<file path="src/rtl/mem_io_pkg.sv">
// Shared definitions for the CPU memory/IO bus: command encodings,
// IO register addresses and the bus controller state encoding.
package mem_io_pkg;

  // CPU memory command encoding (11 is reserved/illegal)
  typedef enum logic [1:0] {
    MNONE    = 2'b00,
    MREAD    = 2'b01,
    MWRITE   = 2'b10,
    MILLEGAL = 2'b11
  } mem_cmd_e;

  // Memory-mapped IO register addresses
  localparam logic [8:0] MEM_LED_ADDR = 9'h100;
  localparam logic [8:0] MEM_SW_ADDR  = 9'h140;

  // Bus controller FSM states
  typedef enum logic [1:0] {
    IDLE    = 2'b00,
    RD_WAIT = 2'b01,
    DONE    = 2'b10
  } bus_state_e;

  // RAM occupies the lower half of the 9-bit address space
  function automatic logic addr_is_ram(input logic [8:0] addr);
    return (addr[8] == 1'b0);
  endfunction

endpackage

</file>
<file path="src/rtl/mem_io_bus_sync2.sv">
// Parameterised-width two-flop synchronizer for asynchronous inputs
// (slide switches). Each bit is synchronized independently.
module sync2 #(
  parameter int W = 8
) (
  input  logic         clk,
  input  logic         i_rst,
  input  logic [W-1:0] i_d,
  output logic [W-1:0] o_q
);

  logic [W-1:0] r_meta;
  logic [W-1:0] r_sync;

  genvar gi;
  generate
    for (gi = 0; gi < W; gi++) begin : g_bit
      // Two flops in series per bit; first stage may go metastable
      always_ff @(posedge clk or posedge i_rst) begin
        if (i_rst) begin
          r_meta[gi] <= 1'b0;
          r_sync[gi] <= 1'b0;
        end else begin
          r_meta[gi] <= i_d[gi];
          r_sync[gi] <= r_meta[gi];
        end
      end
    end
  endgenerate

  assign o_q = r_sync;

endmodule

</file>
<file path="src/rtl/mem_io_bus.sv">
// Memory/IO bus controller between the CPU and the synchronous-read RAM.
// Decodes mem_cmd/mem_addr, drives the RAM, maps an LED output register
// and a synchronized switch input register, and signals completion of
// every read or write with a one-cycle mem_ready pulse.
module mem_io_bus
  import mem_io_pkg::*;
#(
  parameter int             ADDR_W   = 9,
  parameter int             DATA_W   = 16,
  parameter int             RAM_AW   = 8,
  parameter logic [ADDR_W-1:0] LED_ADDR = MEM_LED_ADDR,
  parameter logic [ADDR_W-1:0] SW_ADDR  = MEM_SW_ADDR
) (
  input  logic              clk,
  input  logic              reset,
  input  logic [1:0]        mem_cmd,
  input  logic [ADDR_W-1:0] mem_addr,
  input  logic [DATA_W-1:0] write_data,
  output logic [DATA_W-1:0] read_data,
  output logic              mem_ready,
  output logic              bus_err,
  output logic [RAM_AW-1:0] ram_addr,
  output logic              ram_write,
  output logic [DATA_W-1:0] ram_din,
  input  logic [DATA_W-1:0] ram_dout,
  input  logic [7:0]        sw,
  output logic [7:0]        ledr
);

  bus_state_e        r_state;
  bus_state_e        w_state_next;
  logic [DATA_W-1:0] r_read_data;
  logic [7:0]        r_ledr;
  logic              r_bus_err;

  mem_cmd_e          w_cmd;
  logic [7:0]        w_sw_sync;
  logic              w_is_ram;
  logic              w_is_led;
  logic              w_is_sw;
  logic              w_idle;
  logic              w_wr_req;
  logic              w_led_wr;
  logic              w_bad_wr;
  logic              w_bad_cmd;
  logic              w_bad_rd;
  logic              w_rd_latch;
  logic [DATA_W-1:0] w_rd_src;

  // Switch inputs are asynchronous to clk
  sync2 #(.W(8)) u_sw_sync (
    .clk   (clk),
    .i_rst (reset),
    .i_d   (sw),
    .o_q   (w_sw_sync)
  );

  // Address decode; the CPU holds the address through the whole transaction
  assign w_cmd    = mem_cmd_e'(mem_cmd);
  assign w_is_ram = addr_is_ram(mem_addr);
  assign w_is_led = (mem_addr == LED_ADDR);
  assign w_is_sw  = (mem_addr == SW_ADDR);
  assign w_idle   = (r_state == IDLE);

  // Requests are only sampled in IDLE, so a command still held during
  // DONE can never trigger a second write
  assign w_wr_req   = w_idle && (w_cmd == MWRITE);
  assign w_led_wr   = w_wr_req && w_is_led;
  assign w_bad_wr   = w_wr_req && !w_is_ram && !w_is_led;
  assign w_bad_cmd  = w_idle && (w_cmd == MILLEGAL);
  assign w_rd_latch = (r_state == RD_WAIT);
  assign w_bad_rd   = w_rd_latch && !w_is_ram && !w_is_led && !w_is_sw;

  // RAM port: address and data pass straight through; the write enable is
  // forced low while reset is asserted
  assign ram_addr  = mem_addr[RAM_AW-1:0];
  assign ram_din   = write_data;
  assign ram_write = w_wr_req && w_is_ram && !reset;

  // Read data source select, evaluated in RD_WAIT when ram_dout is valid
  always_comb begin
    w_rd_src = '0;
    if (w_is_ram) begin
      w_rd_src = ram_dout;
    end else if (w_is_led) begin
      w_rd_src = {{(DATA_W-8){1'b0}}, r_ledr};
    end else if (w_is_sw) begin
      w_rd_src = {{(DATA_W-8){1'b0}}, w_sw_sync};
    end
  end

  // FSM next-state: reads take two cycles, writes one, illegal cmds none
  always_comb begin
    w_state_next = r_state;
    case (r_state)
      IDLE: begin
        case (w_cmd)
          MREAD:   w_state_next = RD_WAIT;
          MWRITE:  w_state_next = DONE;
          default: w_state_next = IDLE;
        endcase
      end
      RD_WAIT: w_state_next = DONE;
      DONE:    w_state_next = IDLE;
      default: w_state_next = IDLE;
    endcase
  end

  // FSM state register
  always_ff @(posedge clk or posedge reset) begin
    if (reset) begin
      r_state <= IDLE;
    end else begin
      r_state <= w_state_next;
    end
  end

  // Read result, LED register and sticky error flag
  always_ff @(posedge clk or posedge reset) begin
    if (reset) begin
      r_read_data <= '0;
      r_ledr      <= '0;
      r_bus_err   <= 1'b0;
    end else begin
      if (w_rd_latch) begin
        r_read_data <= w_rd_src;
      end
      if (w_led_wr) begin
        r_ledr <= write_data[7:0];
      end
      if (w_bad_wr || w_bad_cmd || w_bad_rd) begin
        r_bus_err <= 1'b1;
      end
    end
  end

  assign read_data = r_read_data;
  assign ledr      = r_ledr;
  assign bus_err   = r_bus_err;
  assign mem_ready = (r_state == DONE);

endmodule

</file>
<file path="config.mk">
export PLATFORM = sky130hd
export DESIGN_NAME = mem_io_bus
export DESIGN_NICKNAME = d
export VERILOG_FILES = /design/src/rtl/mem_io_pkg.sv /design/src/rtl/mem_io_bus_sync2.sv /design/src/rtl/mem_io_bus.sv
export SDC_FILE = /design/constraint.sdc
export NUM_CORES = 1
export LEC_CHECK = 0
export ABC_AREA = 1
export BUFFER_PORTS_ARGS = -buffer_cell sky130_fd_sc_hd__buf_2
export CAP_MARGIN = 20
export CORE_MARGIN = 2
export CORE_UTILIZATION = 44
export CTS_CLUSTER_DIAMETER = 60
export DETAILED_ROUTE_END_ITERATION = 8
export GPL_TIMING_DRIVEN = 0
export PLACE_DENSITY = 0.79
export SLEW_MARGIN = 20
export SYNTH_ARGS = -nofsm -noshare
export SYNTH_HDL_FRONTEND = slang
export SYNTH_SLANG_ARGS = --single-unit
export TNS_END_PERCENT = 5
</file>
<file path="constraint.sdc">
create_clock -name clk -period 1.6 [get_ports clk]
set_clock_uncertainty 0.2 [all_clocks]
set_input_delay 0.32 -clock clk [delete_from_list [all_inputs] [get_ports clk]]
set_output_delay 0.32 -clock clk [all_outputs]
set_load 0.01 [all_outputs]
</file>
[Yosys cells after proc, flatten, opt, wreduce, memory -nomap -nowiden]
Index checks and enable logic that the tools add are counted.
Storage, ports and cells
  register bits: 43
  input port bits: 53
Operators by class
  eq/ne operators: 7
  multiplexer cells: 5
  bitwise operators: 1
  reduce and logical (&&, ||, !) cells: 16
Operator list (count)
  $eq A9 B9 Y1 const B: 2
  $mux W16: 1
  $mux W8: 2
  $logic_and A1 B1 Y1: 10
  $pmux W2 S2: 2
  $eq A2 B2 Y1 const B: 3
  $eq A2 B1 Y1 const B: 2
  $logic_not A1 Y1: 3
  $logic_not A2 Y1: 1
  $logic_or A1 B1 Y1: 2
  $not A1 Y1: 1

[Logic depth before layout (Yosys ltp)]
  depth after elaboration: 6
  mapped depth: 7

[By module]
From an unflattened synthesis, not the netlist that was laid out.
Unflattened totals
  cells, all modules: 216
  area total of the unflattened synthesis: 1940.6 um^2
Modules (own cells, without submodules)
  mem_io_bus: instances 1, cells each 199, area each 1536.5 um^2, sequential area each 675.6 um^2
  sync2: instances 1, cells each 17, area each 404.1 um^2, sequential area each 400.4 um^2

[Worst setup path before layout]
Ideal clock, no wire load.
  path type: flip-flop to output port
  start: reg r_state[0]
  end: out ram_write
  arrival time: 1.166 ns
  data required time: 1.080 ns
  path slack: -0.086 ns
  stages on the path, launching flop included: 5
  path buffers: 1
  cell sequence: dfrtp_1 nor2_2 nand3_4 clkbuf_1 nor3_1
On the way
  longest elaborated chain between the ends: 4
Ends and longest elaborated chain
  from (decl): line mem_io_bus.sv:30  | bus_state_e r_state;
  from (signal assigned): line mem_io_bus.sv:114  | r_state <= w_state_next;
  $logic_not A2 Y1: line mem_io_bus.sv:63  | assign w_idle = (r_state == IDLE);
  $logic_and A1 B1 Y1: line mem_io_bus.sv:67  | assign w_wr_req = w_idle && (w_cmd == MWRITE);
  $logic_and A1 B1 Y1 (2 in a row): line mem_io_bus.sv:78  | assign ram_write = w_wr_req && w_is_ram && !reset;
  to (decl): line mem_io_bus.sv:23  | output logic ram_write,
No other way between the ends.

[Final worst setup path]
Ends and elaborated chain as after synthesis.

==> summary.md <==
| Metric | Value |
|---|---|
| Status | complete, but fails checks |
| Failing checks | setup timing |
| Vias in the first global route | 1,571 |
| Final setup vio count | 2 |
| Overall Power | 2739 µW |
| Synthesized Nets | 267 |
| Ys Warns | 0 |
| Largest net degree at the start of global routing | 37 |
| Most used DFF post-synth | dfrtp_1 |
| DP HPWL | 3.280 mm |
| Synth Area in Simple Gates | 0.2841 |
| CTS tree | done |
| Largest family of logic cells by synthesized area | simple AND/OR/NAND/NOR gates |
| Die width | 70.67 µm |
| Flops & latches, synth | 43 |
| CP max FO | 3 |
| Root Buffer | clkbuf_8 |
| Tcrit/Tclk final | 1.098 |
| DRT Pass-1 Iters | 4 |
| DRT iter0 DRCs | 148 |
| Crit. End Element | output pin |
| Asr flop ratio synth | 1.000 |
| Remaining Overflow, GRT | 0 |
| Routability congestion estimate | 0.7586 |
| PD cells | 991.3 nW/µm² |
| RSZ-0062 raised after global routing | yes |
| Worst setup SP type | register |
| Max-Cap Viols | 0 |
| First-pass GRT wire length | 7.044 mm |
| Port Buffer Count | 94 |
| Core area | 4324 µm² |
| Most frequent cells in the layout | buf_2 (96), nand2_1 (61), dfrtp_1 (42) |
| Vias | 1,696 |
| Worst path cell trace | nor2_4, nand3_4, nor3_4, buf_2 |
| Multi-input gate area | 663.1 µm² |
| DRT Wirelength | 4.391 mm |
| Largest stage delay, worst path | 0.44 ns |
| Pre-CTS WS | -0.1801 ns |
| Layout cell share with drive strength beyond 1 | 0.4559 |
| Cell area after synthesis | 1956 µm² |
| Fin worst setup slack | -0.1562 ns |
| Worst skew pair latency | 0.30 ns |
| CP max-delay cell | dfrtp_2 |
| Fin area | 2763 µm² |
| Cell variety after synth | 20 |
| Residual DRC | 0 |
| XOR/XNOR share of the synthesized area | 0 |
| P_leak | 0.001566 µW |
| Final Critical Period | 1.756 ns |
| FP Rows | 24 |
| Synthesized area per cell | 9.138 µm² |
| Peak supply drop | 0.6690 mV |
| IO Pins | 104 |
| DP Area | 2526 µm² |
| Post-synthesis compound-gate area fraction | 0.04671 |
| Ant diodes | 0 |
| Worst slew pin tran | 0.5308 ns |
| Sink Count | 43 |
| Vias/cell | 4.451 |
| Die area | 4994 µm² |
| Initial Util | 0.4523 |
| Synthesized instance count | 214 |
| Clock Tree Buf Depth | 2 |
| Initial antenna violation count | 0 |
| Hold/Removal Path Class | in -> reg |
| Layout area overhead | 41.27% |
| Fmax | 569.4 MHz |
| Slew Limit Fails | 0 |
| CTS Buf Count | 5 |
| Sequential cell area | 1077 µm² |
| Multiplexer share of the synthesized area | 0 |
| Slew margin rel. | 0.6462 |
| EDFF count, synth | 0 |
| DR WL/cell | 11.52 µm |
| ANT nets after route | 0 |
| Register area share after synthesis | 0.5502 |
| CP Class | reg -> out |
| Synth Area in Adders | 0 |
| Tot GR Track Use | 0.1845 |
| Fill cell instance count of the final layout | 371 |
| CP required | 1.08 ns |
| CTS clk-pin slew, worst paths | 0.08 ns |
| Final net count | 381 |
| Die height | 70.67 µm |
| CTS H-Tree Depth | 2 |
| Worst path arrival time | 1.24 ns |
| Commonest non-fill, non-tap cell in the layout | buf_2 |
| Final hold vios | 0 |
==> worst max-delay path: cells and delay by family, from the launching register on <==
kind / cells / cell delay, ns
buffers and inverters: 1 / 0.15
and+or+nand+nor: 3 / 0.35
DFF: 1 / 0.44
==> per-stage QoR <==
stage | cells | setup TNS, ns | hold slack [ns] | utilization
finish | 381 | -0.1797 | 0.03265 | 0.6389
global route | 381 | -0.3162 | 0.01771 | 0.6389
CTS | 379 | -0.2213 | 0.02352 | 0.6334
detailed placement | 361 | -0.1924 | 0.05542 | 0.5842
global placement | 360 | -18.77 | 0.1338 | 0.5796
floorplan | 214 | 0 | 0.1312 | -
==> routing by layer <==
metal | global-route usage | vias to the layer above | wire [µm]
met5 | 0 | - | 0
met4 | 0.07128 | 0 | 45
met3 | 0.06695 | 4 | 384
met2 | 0.3050 | 70 | 2204
met1 | 0.2218 | 731 | 1757
li1 | - | 891 | -
==> area by class of cell <==
cell class,instances,area share
Sequential cell,43,0.3899
Timing Repair Buffer,108,0.2210
Clock buffer,5,0.02491
Multi-Input combinational cell,135,0.2400
Inverter,6,0.008152
Clock inverter,3,0.01676
Tap cell,52,0.02355
Buffer,29,0.07563
==> Yosys cell counts, types with 2 or more instances <==
library cell / instances / area (µm²)
nor2_2: 2 / 12.51
nand2_1: 61 / 229.0
inv_1: 2 / 7.510
nor2_8: 2 / 40.04
nand3_1: 25 / 125.1
buf_4: 25 / 187.7
dfrtp_1: 43 / 1076
nor2_1: 20 / 75.07
o21ai_1: 16 / 80.08
inv_2: 4 / 15.01
clkbuf_1: 2 / 7.510
buf_2: 3 / 15.01
nand2_4: 2 / 22.52
==> state kept, by name (all words and copies together) (netlist names) <==
register and count:
u_sw_sync.o_q 8, read_data 16, u_sw_sync.r_meta 8, ledr 8, bus_err 1, r_state 2
==> where the power goes <==
group	internal (µW)	switching, µW
registers	1230	68.0
logic	284	314
clock network	470	378
total	1980	760
==> what timing repair did <==
item	4_1_cts	5_1_grt
pin swaps	3	3
gates resized for setup	0	3
cloned	0	0
endpoints found under the hold margin	51	0
endpoints found under the setup margin	1	2
hold buffers	9	0
buffers inserted	2	2
==> final timing paths <==
check	startpoint	end	slack, ns	cells past startpoint
worst max-delay path	r_state[0]$_DFF_PP0_	ram_write	-0.16	4
worst min-delay path	write_data[3]	ledr[3]$_DFFE_PP0P_	0.03	3
worst max register to register	r_state[0]$_DFF_PP0_	bus_err$_DFFE_PP0P_	0.05	7
worst min register to register	u_sw_sync.r_meta[5]$_DFF_PP0_	u_sw_sync.o_q[5]$_DFF_PP0_	0.15	0
max in group asynchronous	reset	r_state[0]$_DFF_PP0_	0.45	4
min in group asynchronous	reset	u_sw_sync.r_meta[6]$_DFF_PP0_	0.31	3
==> kinds of logic after synthesis <==
logic type,count (synthesis)
AO/OA/AOI/OAI,18
buffers and inverters,36
flip-flops,43
AND/OR/NAND/NOR,117
Note: power is estimated with default switching activity, not from simulation.
